## src/rtl/fetch_sequencer.sv

```systemverilog
// Program-counter sequencer: steps, redirects or halts a fetch stream, one
// instruction retired per non-stalled RUN cycle, with a one-cycle bubble after redirects.
module fetch_sequencer #(
    parameter int PC_W       = 10,
    parameter int START_ADDR = 0,
    parameter int CNT_W      = 16
) (
    input  logic             Clk_i,
    input  logic             Reset_i,
    input  logic             Start_i,
    input  logic             Jump_i,
    input  logic             BranchEn_i,
    input  logic             Zero_i,
    input  logic [PC_W-1:0]  Target_i,
    input  logic             Halt_i,
    input  logic             Stall_i,
    output logic [PC_W-1:0]  ProgCtr_o,
    output logic             FetchValid_o,
    output logic             Busy_o,
    output logic             Done_o,
    output logic [CNT_W-1:0] RetCount_o
);

    localparam logic [1:0] S_IDLE   = 2'd0;
    localparam logic [1:0] S_RUN    = 2'd1;
    localparam logic [1:0] S_FLUSH  = 2'd2;
    localparam logic [1:0] S_HALTED = 2'd3;

    localparam logic [PC_W-1:0]  START_PC = PC_W'(START_ADDR);
    localparam logic [PC_W-1:0]  PC_ONE   = PC_W'(1);
    localparam logic [CNT_W-1:0] CNT_ONE  = CNT_W'(1);

    logic [1:0]       state_q, state_d;
    logic [PC_W-1:0]  pc_q, pc_d;
    logic [CNT_W-1:0] cnt_q, cnt_d;
    logic             retire;
    logic             redirect;

    // Decoder inputs only matter on a retire edge; a stalled RUN cycle is inert.
    assign retire   = (state_q == S_RUN) && !Stall_i;
    assign redirect = Jump_i || (BranchEn_i && Zero_i);

    always_comb begin
        state_d = state_q;
        pc_d    = pc_q;
        cnt_d   = cnt_q;
        case (state_q)
            S_IDLE, S_HALTED: begin
                if (Start_i) begin
                    pc_d    = START_PC;
                    cnt_d   = '0;
                    state_d = S_RUN;
                end
            end
            S_RUN: begin
                if (retire) begin
                    if (cnt_q != '1) begin
                        cnt_d = cnt_q + CNT_ONE;
                    end
                    if (Halt_i) begin
                        state_d = S_HALTED;
                    end else if (redirect) begin
                        pc_d    = Target_i;
                        state_d = S_FLUSH;
                    end else begin
                        pc_d = pc_q + PC_ONE;
                    end
                end
            end
            S_FLUSH: begin
                state_d = S_RUN;
            end
            default: begin
                state_d = S_IDLE;
            end
        endcase
    end

    always_ff @(posedge Clk_i or posedge Reset_i) begin
        if (Reset_i) begin
            state_q <= S_IDLE;
            pc_q    <= '0;
            cnt_q   <= '0;
        end else begin
            state_q <= state_d;
            pc_q    <= pc_d;
            cnt_q   <= cnt_d;
        end
    end

    assign ProgCtr_o    = pc_q;
    assign RetCount_o   = cnt_q;
    assign FetchValid_o = (state_q == S_RUN);
    assign Busy_o       = (state_q == S_RUN) || (state_q == S_FLUSH);
    assign Done_o       = (state_q == S_HALTED);

endmodule

```

## config.mk

```make
export PLATFORM = sky130hd
export DESIGN_NAME = fetch_sequencer
export DESIGN_NICKNAME = d
export VERILOG_FILES = /design/src/rtl/fetch_sequencer.sv
export SDC_FILE = /design/constraint.sdc
export NUM_CORES = 1
export LEC_CHECK = 0
export ABC_AREA = 0
export CORE_MARGIN = 2
export CORE_UTILIZATION = 45
export CTS_CLUSTER_SIZE = 14
export DETAILED_ROUTE_END_ITERATION = 8
export GPL_ROUTABILITY_DRIVEN = 1
export PLACE_DENSITY = 0.76
export SYNTH_ARGS = -nofsm -noshare
export SYNTH_HDL_FRONTEND = slang
export SYNTH_SLANG_ARGS = --single-unit
```

## constraint.sdc

```tcl
create_clock -name Clk_i -period 2.8 [get_ports Clk_i]
set_clock_uncertainty 0.2 [all_clocks]
set_input_delay 0.56 -clock Clk_i [delete_from_list [all_inputs] [get_ports Clk_i]]
set_output_delay 0.56 -clock Clk_i [all_outputs]
set_load 0.02 [all_outputs]
```

==> results of run 1 <==
cells in the final DEF, fill, tap and decap left out, types with 6 or more instances in the layout:
master and instances:
dfrtp_1 28, nand2_1 25, inv_1 12, nand3_1 9, nor2_1 11, buf_4 8, a21oi_1 20, nor3_1 6
o21ai_0 17, clkdlybuf4s50_1 46
state kept, by name, indices dropped and copies added (netlist names):
signal / count
RetCount_o: 16
ProgCtr_o: 10
state_q: 2
metal layers:
layer / routed length, microns / up-vias / track usage, %
met5: 0 / - / 0
met4: 38 / 0 / 6.77
met3: 129 / 4 / 2.74
met2: 1790 / 32 / 29.7
met1: 1970 / 790 / 28.3
li1: - / 823 / -
final timing paths:
path | to | start | cells after the start
hold reg to reg | ProgCtr_o[9] | ProgCtr_o[9] | 1
setup reg to reg | RetCount_o[6] | state_q[1] | 7
max in group asynchronous | ProgCtr_o[9] | Reset_i | 3
hold / removal | ProgCtr_o[9] | ProgCtr_o[9] | 1
setup / recovery | Busy_o | state_q[0] | 3
min in group asynchronous | RetCount_o[9] | Reset_i | 3
layout make-up:
type / instances / area share [%]
sequential: 28 / 30.6
inverter: 12 / 1.97
tap: 48 / 2.62
clock buffer: 4 / 2.40
multi-input combinational: 148 / 39.7
timing repair buffer: 54 / 22.7
worst max-delay path: cells and delay by family, from the launching register on:
kind,cells,cell delay [ns]
adders and majority gates,1,0.37
buffers and inverters,2,0.66
DFF,1,0.42
power breakdown:
part | switching, W | total (W) | internal [W]
registers | 0.000168 | 0.000704 | 0.000537
clock network | 0.000130 | 0.000256 | 0.000126
logic | 0.000749 | 0.00134 | 0.000591
total | 0.00105 | 0.00230 | 0.00125
per-stage QoR:
stage / hold slack, ns / setup slack, ns / total power, W
final: 0.331 / 0.309 / 0.00230
after global routing: 0.370 / 0.202 / 0.00249
after CTS: 0.338 / 0.296 / 0.00231
after detailed placement: 0.316 / 0.378 / 0.00205
after global placement: 0.305 / 0.380 / 0.00203
after floorplan: 0.328 / 0.806 / 0.00158
cells by family (layout without fill, tap and decap cells):
kind of cell / count (synthesis) / after routing
and+or+nand+nor: 75 / 75
adders and majority gates: 4 / 4
DFF: 28 / 28
buffers and inverters: 20 / 70
muxes: 3 / 3
AOI/OAI and AO/OA: 66 / 66
==> flow_metrics.env, run 1 <==
export IMPL_status="completed"
export IMPL_final_area_sq_um=2290
export IMPL_cts_setup_buffers=0
export IMPL_boundaryPins=47
export IMPL_place_area_sq_um=2230
export IMPL_slew_headroom_pct=69.4
export IMPL_critPathCaptureType="primary output"
export IMPL_htreeDepth=1
export IMPL_multi_input_area_sq_um=908
export IMPL_vias=1649
export IMPL_synth_distinct_cells=45
export IMPL_path_class="reg -> out"
export IMPL_synth_fa_ha_area_share_pct=2.92
export IMPL_hold_viol=0
export IMPL_startpoint_type="flip-flop"
export IMPL_areaGrowthSynthToFinish_pct=33.8
export IMPL_fin_crit_sh_pct=89.0
export IMPL_rsz0062_at_grt="false"
export IMPL_fin_util_pct=62.5
export IMPL_clock_latency_ns=0.28
export IMPL_synth_top_family_by_area="compound AO/OA/AOI/OAI gates"
export IMPL_hold_class="reg -> reg"
export IMPL_fin_nets=269
export IMPL_synth_top_area_cell="dfrtp_1"
export IMPL_drc=0
export IMPL_synthMuxAreaShare_pct=1.75
export IMPL_slew_violations=0
export IMPL_ys_flop_type="dfrtp_1"
export IMPL_die_w_microns=65.7
export IMPL_antenna_found_initial=0
export IMPL_die_h_microns=65.7
export IMPL_clk_pin_slew_ns=0.10
export IMPL_via_per_inst=5.61
export IMPL_ys_seq_area_share_pct=40.9
export IMPL_drive_above_1_share_pct=9.76
export IMPL_cts_buffers=3
export IMPL_max_stage_delay_ns=0.59
export IMPL_dp_cells=290
export IMPL_cts_root_buf="clkbuf_8"
export IMPL_maxCapViolCount=0
export IMPL_synthXorXnorAreaFrac_pct=0
export IMPL_synth_compound_area_share_pct=25.2
export IMPL_drtIter0Drc=103
export IMPL_setup_viol=0
export IMPL_crit_fanout=4
export IMPL_synth_top_area_share_pct=40.9
export IMPL_finalCriticalPeriod_ns=2.49
export IMPL_synthTopCellsByArea="dfrtp_1 (41%), a21oi_1 (5.8%), nand2_1 (5.5%)"
export IMPL_vdd_ir_drop_max_mv=0.436
export IMPL_routed_wl_microns=3930
export IMPL_synth_area_sq_um=1710
export IMPL_p_per_area_nw_per_um2=1000
export IMPL_ys_seq_elements=28
export IMPL_core_area_sq_um=3660
export IMPL_grt_total_usage_pct=19.5
export IMPL_place_congestion=0.846
export IMPL_grt_pass1_vias=1430
export IMPL_synth_simple_gate_area_share_pct=23.2
export IMPL_grt_remaining_overflow=0
export IMPL_port_buffers=46
export IMPL_regArea_sq_um=701
export IMPL_dieArea_sq_um=4310
export IMPL_nFillCells=346
export IMPL_yosysWarnings=0
export IMPL_synth_cells=196
export IMPL_syn_nets=218
export IMPL_fin_cells=294
export IMPL_post_cts_resized=0
export IMPL_max_freq_mhz=401
export IMPL_avgSynthCellArea_sq_um=8.73
export IMPL_crit_required_ns=2.04
export IMPL_grt_max_degree=29
export IMPL_leakage_nw=0.939
export IMPL_initial_core_util_pct=46.8
export IMPL_cts_tree="yes"
export IMPL_clkSinkCount=28
export IMPL_critPathSlowestCell="clkdlybuf4s50_1"
export IMPL_route_detailed_wl_per_inst_microns=13.4
export IMPL_crit_arrival_ns=1.73
export IMPL_postCtsHoldBufs=0
export IMPL_num_rows=22
export IMPL_dp_hpwl_microns=2850
export IMPL_insertedDiodeCount=0
export IMPL_worst_pin_slew_ns=0.459
export IMPL_fin_tns_setup_ns=0
export IMPL_synth_most_common_cell="dfrtp_1"
export IMPL_ys_top_cells_by_count="dfrtp_1 (28), nand2_1 (25), a21oi_1 (20)"
export IMPL_reg2reg_setup_slack_ns=0.54
export IMPL_synth_edf_count=0
export IMPL_cts_path_max_buffers=2
export IMPL_crit_chain="ha_1 > inv_1 > clkdlybuf4s50_1"
export IMPL_grt_pass1_wl_microns=6600
export IMPL_final_antenna_net_count=0
export IMPL_async_flop_share_pct=100
export IMPL_drt_first_pass_iters=4
Power figures use the tool's default switching activity.
==> run 2, diff against run 1 <==
CAP_MARGIN = 20   (was not set)
SKIP_CTS_REPAIR_TIMING = 1   (was not set)
==> results of run 2 <==
Final layout, timing and power as in run 1 (identical DEF).
